$ cat src/rtl/tappy_tx.sv
// tappy two-wire serial transmitter: accepts a parallel word on valid/ready and
// shifts it out MSB first as a slow registered clk/dat pair derived from sysclk.
module tappy_tx #(
   parameter int WIDTH       = 8,
   parameter int HALF_PERIOD = 4,
   parameter int GAP_CYCLES  = 16
) (
   input  logic             sysclk,
   input  logic             rst_n,
   input  logic [WIDTH-1:0] word,
   input  logic             valid,
   output logic             ready,
   output logic             clk,
   output logic             dat,
   output logic             done
);

   localparam int HMAX0 = (HALF_PERIOD > GAP_CYCLES) ? HALF_PERIOD : GAP_CYCLES;
   localparam int HMAX  = (HMAX0 > 2) ? HMAX0 : 2;
   localparam int HCW   = $clog2(HMAX) + 1;
   localparam int BCW   = $clog2(WIDTH) + 1;

   localparam logic [HCW-1:0] HP_LOAD  = HCW'(HALF_PERIOD - 1);
   localparam logic [HCW-1:0] GAP_LOAD = HCW'(GAP_CYCLES - 1);
   localparam logic [HCW-1:0] H_ONE    = HCW'(1);
   localparam logic [BCW-1:0] BIT_LOAD = BCW'(WIDTH - 1);
   localparam logic [BCW-1:0] B_ONE    = BCW'(1);

   if (HALF_PERIOD < 2) begin : g_bad_half_period
      $error("tappy_tx: HALF_PERIOD must be at least 2");
   end

   typedef enum logic [1:0] {IDLE, LOW, HIGH, GAP} state_t;

   state_t           state_q, state_d;
   logic             clk_q, clk_d;
   logic             dat_q, dat_d;
   logic             done_q, done_d;
   logic [WIDTH-1:0] shreg_q, shreg_d;
   logic [WIDTH-1:0] shifted;
   logic [HCW-1:0]   hcnt_q, hcnt_d;
   logic [BCW-1:0]   bcnt_q, bcnt_d;

   assign shifted = shreg_q << 1;

   // done takes the place of ready for one cycle so the two never overlap,
   // which also gives GAP_CYCLES=0 a single idle cycle before the next accept
   assign ready = (state_q == IDLE) && !done_q;
   assign clk   = clk_q;
   assign dat   = dat_q;
   assign done  = done_q;

   always_ff @(posedge sysclk or negedge rst_n) begin
      if (!rst_n) begin
         state_q <= IDLE;
         clk_q   <= 1'b0;
         dat_q   <= 1'b0;
         done_q  <= 1'b0;
         shreg_q <= '0;
         hcnt_q  <= '0;
         bcnt_q  <= '0;
      end else begin
         state_q <= state_d;
         clk_q   <= clk_d;
         dat_q   <= dat_d;
         done_q  <= done_d;
         shreg_q <= shreg_d;
         hcnt_q  <= hcnt_d;
         bcnt_q  <= bcnt_d;
      end
   end

   always_comb begin
      state_d = state_q;
      clk_d   = clk_q;
      dat_d   = dat_q;
      done_d  = 1'b0;
      shreg_d = shreg_q;
      hcnt_d  = hcnt_q;
      bcnt_d  = bcnt_q;
      case (state_q)
         IDLE: begin
            clk_d = 1'b0;
            dat_d = 1'b0;
            if (valid && ready) begin
               shreg_d = word;
               bcnt_d  = BIT_LOAD;
               hcnt_d  = HP_LOAD;
               dat_d   = word[WIDTH-1];
               state_d = LOW;
            end
         end
         LOW: begin
            if (hcnt_q == '0) begin
               clk_d   = 1'b1;
               hcnt_d  = HP_LOAD;
               state_d = HIGH;
            end else begin
               hcnt_d = hcnt_q - H_ONE;
            end
         end
         HIGH: begin
            if (hcnt_q == '0) begin
               clk_d = 1'b0;
               if (bcnt_q != '0) begin
                  // next bit changes on the same edge that drops clk
                  shreg_d = shifted;
                  dat_d   = shifted[WIDTH-1];
                  bcnt_d  = bcnt_q - B_ONE;
                  hcnt_d  = HP_LOAD;
                  state_d = LOW;
               end else begin
                  dat_d   = 1'b0;
                  done_d  = 1'b1;
                  shreg_d = '0;
                  bcnt_d  = '0;
                  if (GAP_CYCLES == 0) begin
                     hcnt_d  = '0;
                     state_d = IDLE;
                  end else begin
                     hcnt_d  = GAP_LOAD;
                     state_d = GAP;
                  end
               end
            end else begin
               hcnt_d = hcnt_q - H_ONE;
            end
         end
         GAP: begin
            clk_d = 1'b0;
            dat_d = 1'b0;
            if (hcnt_q == '0) begin
               state_d = IDLE;
            end else begin
               hcnt_d = hcnt_q - H_ONE;
            end
         end
         default: begin
            clk_d   = 1'b0;
            dat_d   = 1'b0;
            hcnt_d  = '0;
            bcnt_d  = '0;
            state_d = IDLE;
         end
      endcase
   end

endmodule

$ cat config.mk
export PLATFORM = sky130hd
export DESIGN_NAME = tappy_tx
export DESIGN_NICKNAME = d
export VERILOG_FILES = /design/src/rtl/tappy_tx.sv
export SDC_FILE = /design/constraint.sdc
export NUM_CORES = 1
export LEC_CHECK = 0
export ABC_CLOCK_PERIOD_IN_PS = 3700
export BUFFER_PORTS_ARGS = -buffer_cell sky130_fd_sc_hd__buf_4
export CORE_MARGIN = 2
export CORE_UTILIZATION = 35
export CTS_BUF_LIST = sky130_fd_sc_hd__clkbuf_4 sky130_fd_sc_hd__clkbuf_8
export DETAILED_ROUTE_END_ITERATION = 7
export PLACE_DENSITY = 0.62
export SLEW_MARGIN = 25
export SYNTH_ARGS = -nofsm -noshare
export SYNTH_HDL_FRONTEND = slang
export SYNTH_SLANG_ARGS = --single-unit
$ cat constraint.sdc
create_clock -name sysclk -period 3.7 [get_ports sysclk]
set_input_delay 0.185 -clock sysclk [delete_from_list [all_inputs] [get_ports sysclk]]
set_output_delay 0.185 -clock sysclk [all_outputs]
set_load 0.01 [all_outputs]
==> flow_summary.ini, run 1 <==
[outcome]
outcome = complete, no violations

[clock_network]
root_buffer = clkbuf_4
clkTransAtPathRegs_ns = 0.11
cts_sinks = 21
cts_tree = built
clkLatencyLatePin_ns = 0.30
cts_buffer_depth = 2
cts_htree_levels = 1
cts_buffers = 3

[placement]
place_hpwl_mm = 1.55
routabilityCongestion = 0.808
placed_area_um2 = 1260
io_buffers = 14
pre_cts_ws_ns = 1.87
dp_cells = 169

[logic_synthesis]
yosysUniqueCellTypes = 31
synth-main-ff-cell = dfrtp_1
synth-async-reset-ratio_pct = 100
synth_edf_count = 0
syn_nets = 129
ys_seq_area_share_pct = 45.9
syn_area_per_cell_um2 = 9.79
synth-seq-cells = 21
synth_area_um2 = 1140
syn-instance-count = 117
yosysWarnings = 0

[power_and_ir_drop]
swShare_pct = 20.2
p_switching_mw = 0.0726
clockPowerShare_pct = 31.8
pwr-share-seq_pct = 64.1
p_int_mw = 0.287
leakagePower_nw = 0.560
peakVddDrop_v = 0.000131
power_density_nw_per_um2 = 276
design_power_total_mw = 0.360
p_comb_share_pct = 4.1

[critical_path]
crit-reg2reg-launch = state_q[1]$_DFFE_PN0P_
r2r_slack_ns = 1.84
cp-startpoint = state_q[1]$_DFFE_PN0P_
critPathCaptureType = register
crit_type = reg -> reg
cp-start-kind = register
critical-path-slowest-cell = nor2b_1
slowest_delay_ns = 0.72
cp_cell_sequence = nor2b_1 -> a21oi_4 -> o21a_1
worstPathMaxFanout = 18
critPathArrivalTime_ns = 2.07
cp.required_ns = 3.90
critPathTopFamily = simple AND/OR/NAND/NOR gates
path_buf_inv = 0

[floorplan]
fp.dieH_um = 61.2
coreArea_um2 = 3080
dieArea_um2 = 3740
rows = 20
start_util_pct = 37.2
ios = 15
die_w_um = 61.2

[finish]
stdcell_count = 174
multi_input_area_um2 = 564
seqCellArea_um2 = 526
num-nets-final = 143
area_delta_synth_final_pct = 14.0
final_cell_area_um2 = 1310
final_util_pct = 42.4
n_antenna_cell = 0
drive_above_1_share_pct = 27.7
n_fill_cell = 310

[drt]
vias = 873
first_pass_iters = 4
routed_wl_mm = 2.09
ant_nets = 0
avgViaCountPerCell = 5.02
route.detailed.drc = 0
post_drt_wl_per_cell_um = 12.0
drt-initial-drc-count = 20

[timing]
period_needed_ns = 1.86
finalHoldViolCount = 0
setup_violations = 0
hold_ws_ns = 0.107
max_slew_margin_pct = 44.8
fin_crit_sh_pct = 50.4
worst_slack_ns = 1.84
finalClockSkew_ns = 0.00547
rsz0062_at_grt = no
fin_tns_setup_ns = 0
fmax_mhz = 537
drv_slew = 0
worst_slew_pin_slew_ns = 0.827

[global_routing]
antenna_found_initial = 0
grt_overflow = 0
grt_pass1_vias = 832
grt_max_degree = 22
grt_pass1_wl_mm = 3.67
track_usage_pct = 13.3

[min_path]
hold_start = word[0]
hp-class = in -> reg

[flow_run]
cap_violations = 0
==> cells in the final DEF, fill, tap and decap left out, types with 2 or more instances in the layout <==
| cell | n |
|---|---|
| o311a_1 | 2 |
| clkbuf_4 | 4 |
| o21ai_1 | 9 |
| and3_4 | 6 |
| nand3_1 | 5 |
| inv_1 | 4 |
| o21ai_0 | 8 |
| nand2_1 | 19 |
| nor2_1 | 8 |
| buf_4 | 14 |
| nor2b_1 | 2 |
| a21oi_2 | 7 |
| dfrtp_1 | 21 |
| o21a_1 | 2 |
| nor3_1 | 3 |
==> worst register-to-register path, cell delays in order, from the launching register on <==
cell,delay [ns]
dfrtp_1,0.55
nor2b_1,0.72
a21oi_4,0.26
o21a_1,0.24
==> per-layer routing <==
metal | vias to the layer above | GRT usage [%] | share of wire (%)
met5 | - | 0 | 0
li1 | 444 | - | -
met2 | 17 | 21.3 | 47
met1 | 408 | 18.0 | 47
met3 | 4 | 2.31 | 4.7
met4 | 0 | 4.97 | 1.4
==> cells by family after synthesis <==
logic type,after synthesis,synth area share [%]
fa+ha+maj,1,1.09
compound gates,36,22.4
buf+inv,10,4.81
simple gates,49,25.8
flops,21,45.9
==> cell usage after synthesis, types with 2 or more instances <==
cell type	number	area share, %
a21oi_2	7	5.4
o21a_1	2	1.3
o21ai_0	8	3.5
nand2_1	19	6.2
buf_6	2	2.0
nor3_1	3	1.3
inv_1	4	1.3
nand3_1	5	2.2
nor2_1	8	2.6
dfrtp_1	21	46
o21ai_1	9	3.9
and3_4	6	5.9
clkbuf_1	2	0.66
buf_2	2	0.87
nor2b_1	2	1.1
o311a_1	2	1.7
==> power groups by stage <==
stage          Clock (mW)  Sequential [mW]  Combinational (mW)
2_1_floorplan           0            0.235            0.000812
3_3_place_gp            0            0.235              0.0146
3_5_place_dp            0            0.235              0.0146
4_1_cts             0.121            0.231              0.0154
5_1_grt             0.131            0.231              0.0163
6_report            0.114            0.231              0.0149
==> registers in the layout, indices dropped and copies added (netlist names) <==
register,count
bcnt_q,4
done,1
shreg_q,7
dat,1
hcnt_q,5
state_q,2
clk,1
==> final cells by class <==
class                           count  area share, %
Timing Repair Buffer               15           8.82
Sequential cell                    21           40.3
Multi-Input combinational cell     86           43.2
Tap cell                           44           4.22
Clock buffer                        4           2.30
Inverter                            4           1.15
==> path summary, 6_finish.rpt <==
kind / end / cells past startpoint
min in group asynchronous: hcnt_q[3]$_DFFE_PN0P_ / 2
max in group asynchronous: hcnt_q[0]$_DFFE_PN0P_ / 2
max reg2reg: bcnt_q[3]$_DFFE_PN0P_ / 3
max: bcnt_q[3]$_DFFE_PN0P_ / 3
min reg2reg: shreg_q[0]$_DFFE_PN0P_ / 2
min: shreg_q[0]$_DFFE_PN0P_ / 3
==> repair_timing <==
item	CTS	global route
hold buffers	1	0
endpoints found under the hold margin	21	0
setup buffers	0	0
gates resized for setup	0	0
Note: power is estimated with default switching activity, not from simulation.
==> inputs of run 2 (changes only) <==
- ABC_AREA: default -> 1
- ABC_CLOCK_PERIOD_IN_PS: 3700 -> 1700
- PLACE_DENSITY: 0.62 -> 0.64
- clock period: 3.7 -> 1.7 ns (I/O delays scaled with it)
==> run 2 against run 1 <==
  * Critical path depth grew 6
  * Die area fell by 0.82%
  * Largest cell class is now sequential cells
  * Sequential power grew 120%
  * Highest routed layer is now met3
==> flow_summary.ini, run 2 <==
[outcome]
outcome = complete, no violations

[min_path]
hold_end = shreg_q[1]$_DFFE_PN0P_
hold_start = word[1]
min_path_cells = 5
hp-class = in -> reg

[power_and_ir_drop]
p_switching_mw = 0.173
leakagePower_nw = 0.768
peakVddDrop_v = 0.000523
swShare_pct = 21.8
pwr-share-seq_pct = 62.7
power_density_nw_per_um2 = 582
clockPowerShare_pct = 33.5
p_comb_share_pct = 3.8
p_int_mw = 0.623

[finish]
largest-register = shreg_q
top_regs = shreg_q (7), hcnt_q (5), bcnt_q (4)
largest_register_ff_count = 7
final_cell_mix = nand2_1, dfrtp_1, inv_1, buf_4, nand3_1
area_delta_synth_final_pct = 20.5
final_cell_area_um2 = 1370
n_antenna_cell = 0
drive_above_1_share_pct = 20.9
num-nets-final = 185
stdcell_count = 216
mostFrequentLayoutCell = nand2_1

[drt]
routed_wl_mm = 2.20
vias = 966
first_pass_iters = 4
ant_nets = 0
route.detailed.drc = 0
post_drt_wl_per_cell_um = 10.2
avgViaCountPerCell = 4.47
drt-initial-drc-count = 37

[clock_network]
clkTransAtPathRegs_ns = 0.12
root_buffer = clkbuf_4
clkLatencyLatePin_ns = 0.30
cts_htree_levels = 1
cts_buffers = 3
cts_tree = built
cts_sinks = 21
cts_buffer_depth = 2

[logic_synthesis]
yosysMostFrequentCell = nand2_1
synth-main-ff-cell = dfrtp_1
syn_area_per_cell_um2 = 7.47
synth-async-reset-ratio_pct = 100
synth.area.top_cells = dfrtp_1, nand2_1, inv_1, nand3_1, o21ai_0
yosys.area.top_type = dfrtp_1
synth_area_um2 = 1130
synth_edf_count = 0
synth_top_area_share_pct = 46.3
synthTopCellsByCount = nand2_1, dfrtp_1, inv_1, nand3_1
yosysWarnings = 0
synth-seq-cells = 21
ys_seq_area_share_pct = 46.3
yosysUniqueCellTypes = 23
syn-instance-count = 152
syn_nets = 164

[placement]
placed_area_um2 = 1290
dp_cells = 209
routabilityCongestion = 0.826
io_buffers = 14
pre_cts_ws_ns = 0.0957
place_hpwl_mm = 1.62

[floorplan]
fp.dieH_um = 60.9
rows = 20
start_util_pct = 36.9
coreArea_um2 = 3080
ios = 15
die_w_um = 60.9
dieArea_um2 = 3710

[critical_path]
cp-start-kind = register
slowest_delay_ns = 0.38
r2r_end = bcnt_q[0]$_DFFE_PN0P_
r2r_slack_ns = 0.16
critPathArrivalTime_ns = 1.77
cp_cell_sequence = inv_1 -> ha_2 -> nand3_1 -> nand2_2 -> nand2_4 -> nor2_4 -> buf_12 -> nand2_1 -> o21ai_0
cp.required_ns = 1.94
crit_type = reg -> reg
r2r_cells = 9
worstPathMaxFanout = 13
critical-path-slowest-cell = dfrtp_1
critPathTopFamily = simple AND/OR/NAND/NOR gates
critPathCaptureType = register
crit-reg2reg-launch = hcnt_q[1]$_DFFE_PN0P_
path_buf_inv = 2

[timing]
worst_slack_ns = 0.164
finalHoldViolCount = 0
worst_slew_pin_slew_ns = 0.278
max_slew_margin_pct = 81.4
fin_tns_setup_ns = 0
setup_violations = 0
fin_crit_sh_pct = 90.4
drv_slew = 0
finalClockSkew_ns = 0.00217
fmax_mhz = 651
period_needed_ns = 1.54

[flow_run]
cap_violations = 0

[global_routing]
antenna_found_initial = 0
grt_pass1_vias = 898
grt_max_degree = 22
track_usage_pct = 13.4
grt_pass1_wl_mm = 3.75
grt_overflow = 0
==> run 2: worst register-to-register path: stages (launching register included) <==
cell and delay, ns:
dfrtp_1 0.38, inv_1 0.10, ha_2 0.21, nand3_1 0.15
nand2_2 0.16, nand2_4 0.07, nor2_4 0.13, buf_12 0.14
nand2_1 0.05, o21ai_0 0.07
==> run 2: metal layers <==
layer  track usage [%]  vias to the layer above  wire [µm]
met4             0.932                        0          0
li1                  -                      511          -
met1              16.9                      431       1070
met5                 0                        -          0
met3              4.69                        0        112
met2              23.2                       24       1020
==> run 2: layout make-up <==
type,instances,area [µm²]
Clock buffer,4,30.0
Fill cell,298,1710
Inverter,23,86.3
Multi-Input combinational cell,106,520
Sequential cell,21,526
Tap cell,44,55.1
Timing Repair Buffer,18,150
==> run 2: power groups by stage <==
stage | logic [mW] | registers (mW) | clock network (mW)
6_report | 0.0305 | 0.499 | 0.266
3_3_place_gp | 0.0290 | 0.509 | 0
4_1_cts | 0.0317 | 0.499 | 0.277
5_1_grt | 0.0341 | 0.500 | 0.289
3_5_place_dp | 0.0297 | 0.509 | 0
2_1_floorplan | 0.00151 | 0.509 | 0
==> run 2: kinds of logic after synthesis <==
family / after synthesis / synth area share, %
adders and majority gates: 1 / 1.10
DFF: 21 / 46.3
and+or+nand+nor: 86 / 32.5
buffers and inverters: 25 / 9.04
xor gates and xnor gates: 2 / 1.54
AOI/OAI and AO/OA: 17 / 9.48
==> run 2: worst max path at each step <==
stage                                from  depth (start not counted)                     to  slack [ns]
CTS                 hcnt_q[0]$_DFFE_PN0P_                          7  bcnt_q[0]$_DFFE_PN0P_        0.07
floorplan           hcnt_q[0]$_DFFE_PN0P_                          8  bcnt_q[3]$_DFFE_PN0P_        0.30
global placement    hcnt_q[0]$_DFFE_PN0P_                          7  bcnt_q[0]$_DFFE_PN0P_        0.15
global route        hcnt_q[1]$_DFFE_PN0P_                          9  bcnt_q[0]$_DFFE_PN0P_      -0.002
detailed placement  hcnt_q[0]$_DFFE_PN0P_                          7  bcnt_q[0]$_DFFE_PN0P_         0.1
finish              hcnt_q[1]$_DFFE_PN0P_                          9  bcnt_q[0]$_DFFE_PN0P_        0.16
==> run 2: what timing repair did <==
action / 4_1_cts / 5_1_grt
hold endpoints to repair: 21 / 0
hold buffers: 1 / 0
gates resized for setup: 0 / 5
buffers inserted: 0 / 2
setup endpoints to repair: 0 / 12
==> run 2: stage by stage <==
stage | power (mW) | utilization [%] | hold WS (ns)
3_5_place_dp | 0.539 | 41.8 | -0.0104
4_1_cts | 0.808 | 43.1 | 0.0622
6_report | 0.796 | 44.4 | 0.0717
2_1_floorplan | 0.511 | - | -0.211
5_1_grt | 0.822 | 44.4 | 0.0774
3_3_place_gp | 0.538 | 41.8 | -0.0148
